<file path="src/rtl/mips32_prog_loader.sv">
// Host-side program loader and register dumper for the MIPS32 core.
// Streams a program into instruction memory, runs the core, then dumps registers.
module mips32_prog_loader #(
   parameter int ADDR_W = 10,
   parameter int NREGS  = 32
) (
   input  logic              clk1,
   input  logic              rst_n,
   input  logic              s_valid,
   output logic              s_ready,
   input  logic [31:0]       s_data,
   input  logic              s_last,
   output logic              mem_we,
   output logic [ADDR_W-1:0] mem_addr,
   output logic [31:0]       mem_wdata,
   output logic              core_hold,
   output logic              core_start,
   input  logic              core_halted,
   input  logic              dump_en,
   output logic [4:0]        reg_raddr,
   input  logic [31:0]       reg_rdata,
   output logic              m_valid,
   input  logic              m_ready,
   output logic [31:0]       m_data,
   output logic              m_last,
   input  logic              restart,
   output logic              ovf
);

   typedef enum logic [2:0] {
      LOAD, START, RUN, DUMP, DONE
   } state_t;

   localparam logic [ADDR_W-1:0] WR_MAX = '1;
   localparam logic [4:0] RD_MAX = 5'(NREGS - 1);

   state_t state, state_nx;
   logic [ADDR_W-1:0] wr_ptr;
   logic [4:0] rd_ptr;
   logic s_acc, m_acc;
   logic wr_full, rd_end;

   assign s_acc   = s_valid && (state == LOAD);
   assign m_acc   = m_ready && (state == DUMP);
   assign wr_full = (wr_ptr == WR_MAX);
   assign rd_end  = (rd_ptr == RD_MAX);

   assign reg_raddr = rd_ptr;
   assign m_data    = reg_rdata;

   always_comb begin
      state_nx   = state;
      s_ready    = 1'b0;
      core_hold  = 1'b1;
      core_start = 1'b0;
      m_valid    = 1'b0;
      m_last     = 1'b0;
      unique case (state)
         LOAD: begin
            s_ready = 1'b1;
            if (s_acc && (s_last || wr_full))
               state_nx = START;
         end
         START: begin
            core_start = 1'b1;
            core_hold  = 1'b0;
            state_nx   = RUN;
         end
         RUN: begin
            core_hold = 1'b0;
            if (core_halted)
               state_nx = dump_en ? DUMP : DONE;
         end
         DUMP: begin
            m_valid = 1'b1;
            m_last  = rd_end;
            if (m_acc && rd_end)
               state_nx = DONE;
         end
         DONE: begin
            if (restart)
               state_nx = LOAD;
         end
         default: state_nx = LOAD;
      endcase
   end

   always_ff @(posedge clk1 or negedge rst_n) begin
      if (!rst_n) begin
         state     <= LOAD;
         wr_ptr    <= '0;
         rd_ptr    <= '0;
         mem_we    <= 1'b0;
         mem_addr  <= '0;
         mem_wdata <= '0;
         ovf       <= 1'b0;
      end else begin
         state  <= state_nx;
         mem_we <= s_acc;
         if (s_acc) begin
            mem_addr  <= wr_ptr;
            mem_wdata <= s_data;
            if (!wr_full)
               wr_ptr <= wr_ptr + 1'b1;
            // capacity reached before the program ended
            if (wr_full && !s_last)
               ovf <= 1'b1;
         end
         if (state == RUN && core_halted)
            rd_ptr <= '0;
         if (m_acc && !rd_end)
            rd_ptr <= rd_ptr + 1'b1;
         if (state == DONE && restart) begin
            wr_ptr <= '0;
            ovf    <= 1'b0;
         end
      end
   end

endmodule
</file>
<file path="config.mk">
export PLATFORM = sky130hd
export DESIGN_NAME = mips32_prog_loader
export DESIGN_NICKNAME = d
export VERILOG_FILES = /design/src/rtl/mips32_prog_loader.sv
export SDC_FILE = /design/constraint.sdc
export NUM_CORES = 1
export LEC_CHECK = 0
export CORE_MARGIN = 4
export CORE_UTILIZATION = 30
export DETAILED_ROUTE_END_ITERATION = 8
export PLACE_DENSITY = 0.68
export REMOVE_ABC_BUFFERS = 1
export SLEW_MARGIN = 20
export SYNTH_ARGS = -nofsm -noshare
export SYNTH_HDL_FRONTEND = slang
export SYNTH_SLANG_ARGS = --single-unit
</file>
<file path="constraint.sdc">
create_clock -name clk1 -period 4.1 [get_ports clk1]
set_input_delay 0.615 -clock clk1 [delete_from_list [all_inputs] [get_ports clk1]]
set_output_delay 0.615 -clock clk1 [all_outputs]
set_load 0.03 [all_outputs]
</file>
* Yosys cells after proc, flatten, opt, wreduce, memory -nomap -nowiden
Cells that the tools add are included.
Widths: inputs -> output; s select.
** Cells by class
- Add/sub/neg operators :: 2
- Eq/ne operators :: 11
- Multiplexer cells :: 19
- Reductions and logical operators :: 19
** Operator list (count)
- $mux 10 :: 3
- $mux 3 :: 5
- $pmux 3 s5 :: 1
- $add 10x1->10 const B :: 1
- $eq 10x10->1 const B :: 1
- $mux 5 :: 2
- $logic_and 1x1->1 :: 8
- $mux 1 :: 8
- $eq 3x2->1 const B :: 2
- $ne 2x1->1 const B :: 3
- $reduce_bool 2->1 :: 3
- $add 5x1->5 const B :: 1
- $eq 5x5->1 const B :: 1
- $ne 2x2->1 const B :: 2
- $reduce_and 2->1 :: 2
- $reduce_and 4->1 :: 1
- $eq 3x1->1 const B :: 1
- $eq 3x3->1 const B :: 1
- $logic_not 3->1 :: 1
- $logic_not 1->1 :: 2
- $reduce_or 2->1 :: 1
- $logic_or 1x1->1 :: 1
** Word-level totals
- Register bits :: 62
- Output and inout bits :: 86
- Logic and storage cells :: 58

* Depth between registers and ports, before layout
- Word-level depth :: 5
- Mapped depth :: 8
- Gate-level depth less buffers :: 7

* Worst setup path before layout
Ideal clock, no wire load.
- Path type :: register to output
- From :: reg rd_ptr[0] (netlist: reg_raddr[0])
- To :: out m_last
- Arrival time :: 1454 ps
- Data required time :: 3485 ps
- Setup slack :: 2031 ps
- Stages on the path, launching flop included :: 5
- Path buffers :: 0
- Cells stage by stage :: dfrtp_1 ha_1 and3_1 ha_1 and3_1
** Between the ends
- Cells in the longest elaborated chain, start to end :: 2
** RTL lines
- start: declaration :: line 39 : logic [4:0] rd_ptr;
- start signal: assignment :: line 112 : rd_ptr <= rd_ptr + 1'b1;
- $eq 5x5->1 :: line 46 : assign rd_end = (rd_ptr == RD_MAX);
- $mux 1 :: line 58 : unique case (state)
- end: declaration :: line 25 : output logic m_last,
No other way between the ends.

* Worst setup path in the final report
Ends and elaborated chain as after synthesis.

==> impl_results.md <==
* Reg2reg setup slack at around 1800 ps
* Post-layout nets at about 380
* Die ar. at approximately 0.011 mm^2
* Post-route ant nets at 0
* # placed instances at between 400 and 500
* Fill cells at ~890
* Port Buf Inserts at 93
* Detail Placement HPWL at 5330 um
* I/O pin count at about 160
* Register share of total power at 33.1%
* CTS tree: done
* DR vias/cell at around 4.7
* CP cell instances: ha_1 -> and3_1 -> ha_1 -> and3_1 -> clkdlybuf4s50_1
* CP Data Required Time at about 3500 ps
* Sequential element share of the synthesized area at between 50 and 60%
* Wirelength per Cell at 16.6 um
* Distinct cells, synth at between 40 and 50
* Vias in the first global route at ~2100
* Detailed Routing Iterations Pass 1 at 4
* Fmax at between 0.3 and 0.4 GHz
* Final GP Congestion at roughly 0.76
* Die Wd at 107 um
* Post-CTS Repair Setup Buffers at 0
* Most frequent cells in the layout: 92 x clkdlybuf4s50_1, 62 x dfrtp_1, 43 x mux2_2
* Final wirelength at around 7300 um
* Largest stage delay on the critical path at between 500 and 600 ps
* Cells after synthesis at between 200 and 250
* Initial Util at around a third
* Root buffer cell: clkbuf_8
* Setup-failing EPs final at 0
* Core Footprint at 0.00942 mm^2
* Crit path DAT at roughly 2200 ps
* Slowest cell on the critical path: clkdlybuf4s50_1
* Slew at the pin closest to its max-slew limit at between 700 and 800 ps
* Yosys warns at 0
* P_sw at between 0.001 and 0.0015 W
* CP Capture Type: output port
* Largest net degree at the start of global routing at 40
* Cell Rows at 35
* Fin Clk Skew at 9.30 ps
* Layout cells sized above 1 at between 20 and 25%
* Wire length of the first global-routing pass at approximately 11000 um
* Worst R2R Path Depth at 5
* Initial antenna violation count at 0
* Sw Share at 39.3%
* Pint at ~0.0019 W
* Final instance area at between 0.003 and 0.004 mm^2
* Grt total ovfl at 0
* P_leak at between 1.5 and 2 nW
* RR Endpoint: wr_ptr[7]
* Total of max-cap violations at 0
* Crit path kind: reg -> out
* Startpoint Class: flip-flop
* Mapped cell area at slightly below 0.003 mm^2
* Critical path origin: reg_raddr[0]
* RSZ-0062 raised after global routing: false
* Drt first-iter violations at 54
* # DRC at 0
* Via count at slightly above 2000
* Final Critical Period at around 2800 ps
* Cell Pwr Density at around 800 mW/mm^2
* P&R area growth vs syn at 33.9%
* Final Hold Fails at 0
* Max rail drop VDD at 394 uV
* N_diodes at 0
* Relative slew slack at a little over half
* Clk_lat worst skew at roughly 330 ps
* Clock share of power at between 10% and 20%
* CP max FO at 6
* Final Max Slew Viols at 0
* Clock sink count at 62
* CTS resizes at 0
* Register bit total from synthesis at 62
* Combinational fraction of design power at 47.6%
* # hold bufs at CTS at 0
* All-layer global routing usage at about an eighth
* Post-placement cell area at 0.00373 mm^2
* Commonest non-fill, non-tap cell in the layout: clkdlybuf4s50_1
* Status: finished, final reports clean
* Setup_tns at 0 ps
* R2R Path Start: state[0]
* Avg Cell Area, Syn at around 12 um^2
* Worst min path class: in -> async
* Fin crit share at 67.6%
* Num CTS Buffers at 9
* Clock transition at the registers of the reported paths at approximately 80 ps
* Final Non-Filler Cells at between 400 and 500
* DIE HEIGHT at 107 um
* H-tree Lvls at 3
* Max clock buf depth at 2
[power groups by stage]
stage	clock network (W)	logic [W]	registers (W)
3_3_place_gp	0	0.00147	0.00102
2_1_floorplan	0	0.000487	0.00140
4_1_cts	0.000625	0.00149	0.00102
3_5_place_dp	0	0.00149	0.00103
5_1_grt	0.000654	0.00157	0.00106
6_report	0.000597	0.00147	0.00102
[state kept, by name (all words and copies together), names as in the netlist]
name and count:
mem_wdata 32, ovf 1, mem_we 1, wr_ptr 10
mem_addr 10, reg_raddr 5, state 3
[worst max path at each step]
stage                           end
after CTS                    m_last
final                        m_last
after global routing         m_last
after global placement    wr_ptr[7]
after floorplan           wr_ptr[7]
after detailed placement  wr_ptr[7]
[critical path, delay by kind of cell (launching register included)]
family / cells / cell delay, ps
DFF: 1 / 410
buffers and inverters: 1 / 590
adders and majority gates: 2 / 460
and+or+nand+nor: 2 / 370
[cells in the mapped netlist]
cell,n,share of area (%)
nand3b_1,1,0.25
o21ai_0,10,1.7
inv_1,4,0.51
or3_1,3,0.64
o211ai_1,3,0.76
clkbuf_1,4,0.51
buf_6,4,1.5
o21a_1,1,0.25
xnor2_1,1,0.30
mux2i_1,2,0.68
a41oi_1,1,0.30
dfrtp_1,62,53
nor4b_1,1,0.30
a211oi_1,2,0.51
buf_2,1,0.17
buf_1,1,0.13
a21boi_0,1,0.25
nand2b_1,3,0.64
nand4_1,1,0.21
a31oi_1,3,0.64
nor2_1,8,1.0
buf_4,33,8.4
or4_1,1,0.25
and4_1,1,0.30
o211ai_4,1,0.72
or4b_4,1,0.47
o2111ai_1,1,0.30
clkinv_4,1,0.30
ha_1,3,1.3
nor2b_1,2,0.42
xor2_1,2,0.59
a22o_1,3,0.89
nor3_1,3,0.51
and3_1,3,0.64
and2_1,2,0.42
mux2_2,43,16
nand2_1,12,1.5
nor3b_1,1,0.25
nand3_1,5,0.85
and4b_1,2,0.68
and3b_1,1,0.30
a21oi_1,4,0.68
[through the flow]
stage               util, %  hold slack [ps]  setup slack, ps  total power, W
floorplan                 -              319             2010         0.00189
global placement       39.6              488             1390         0.00249
detailed placement     39.6              493             1370         0.00252
CTS                    42.0              325             1280         0.00314
global route           42.0              358             1130         0.00329
finish                 42.0              321             1330         0.00309
[cells by family (layout without fill, tap and decap cells)]
kind of cell / count (synthesis) / after routing / synth area share, %
AO/OA/AOI/OAI: 30 / 30 / 6.99
XOR/XNOR: 3 / 3 / 0.890
adder cells (fa/ha/maj): 3 / 3 / 1.27
multiplexers: 45 / 45 / 17.1
AND/OR/NAND/NOR: 51 / 51 / 9.67
flip-flops: 62 / 62 / 52.6
buffers and inverters: 48 / 115 / 11.5
[cell type report]
cell class,instances,area (um^2),share of cell area (%)
Clock buffer,9,124,3.13
Clock inverter,7,97.6,2.47
Inverter,5,23.8,0.602
Multi-Input combinational cell,132,1060,26.8
Sequential cell,62,1550,39.3
Tap cell,129,161,4.08
Timing Repair Buffer,94,933,23.6
[layer usage]
layer  wire length (um)  global-route usage [%]
met4                104                    4.38
met2               2980                    16.9
met3               1050                    9.21
met5                  0                    2.38
met1               3140                    16.8
Note: power is estimated with default switching activity, not from simulation.
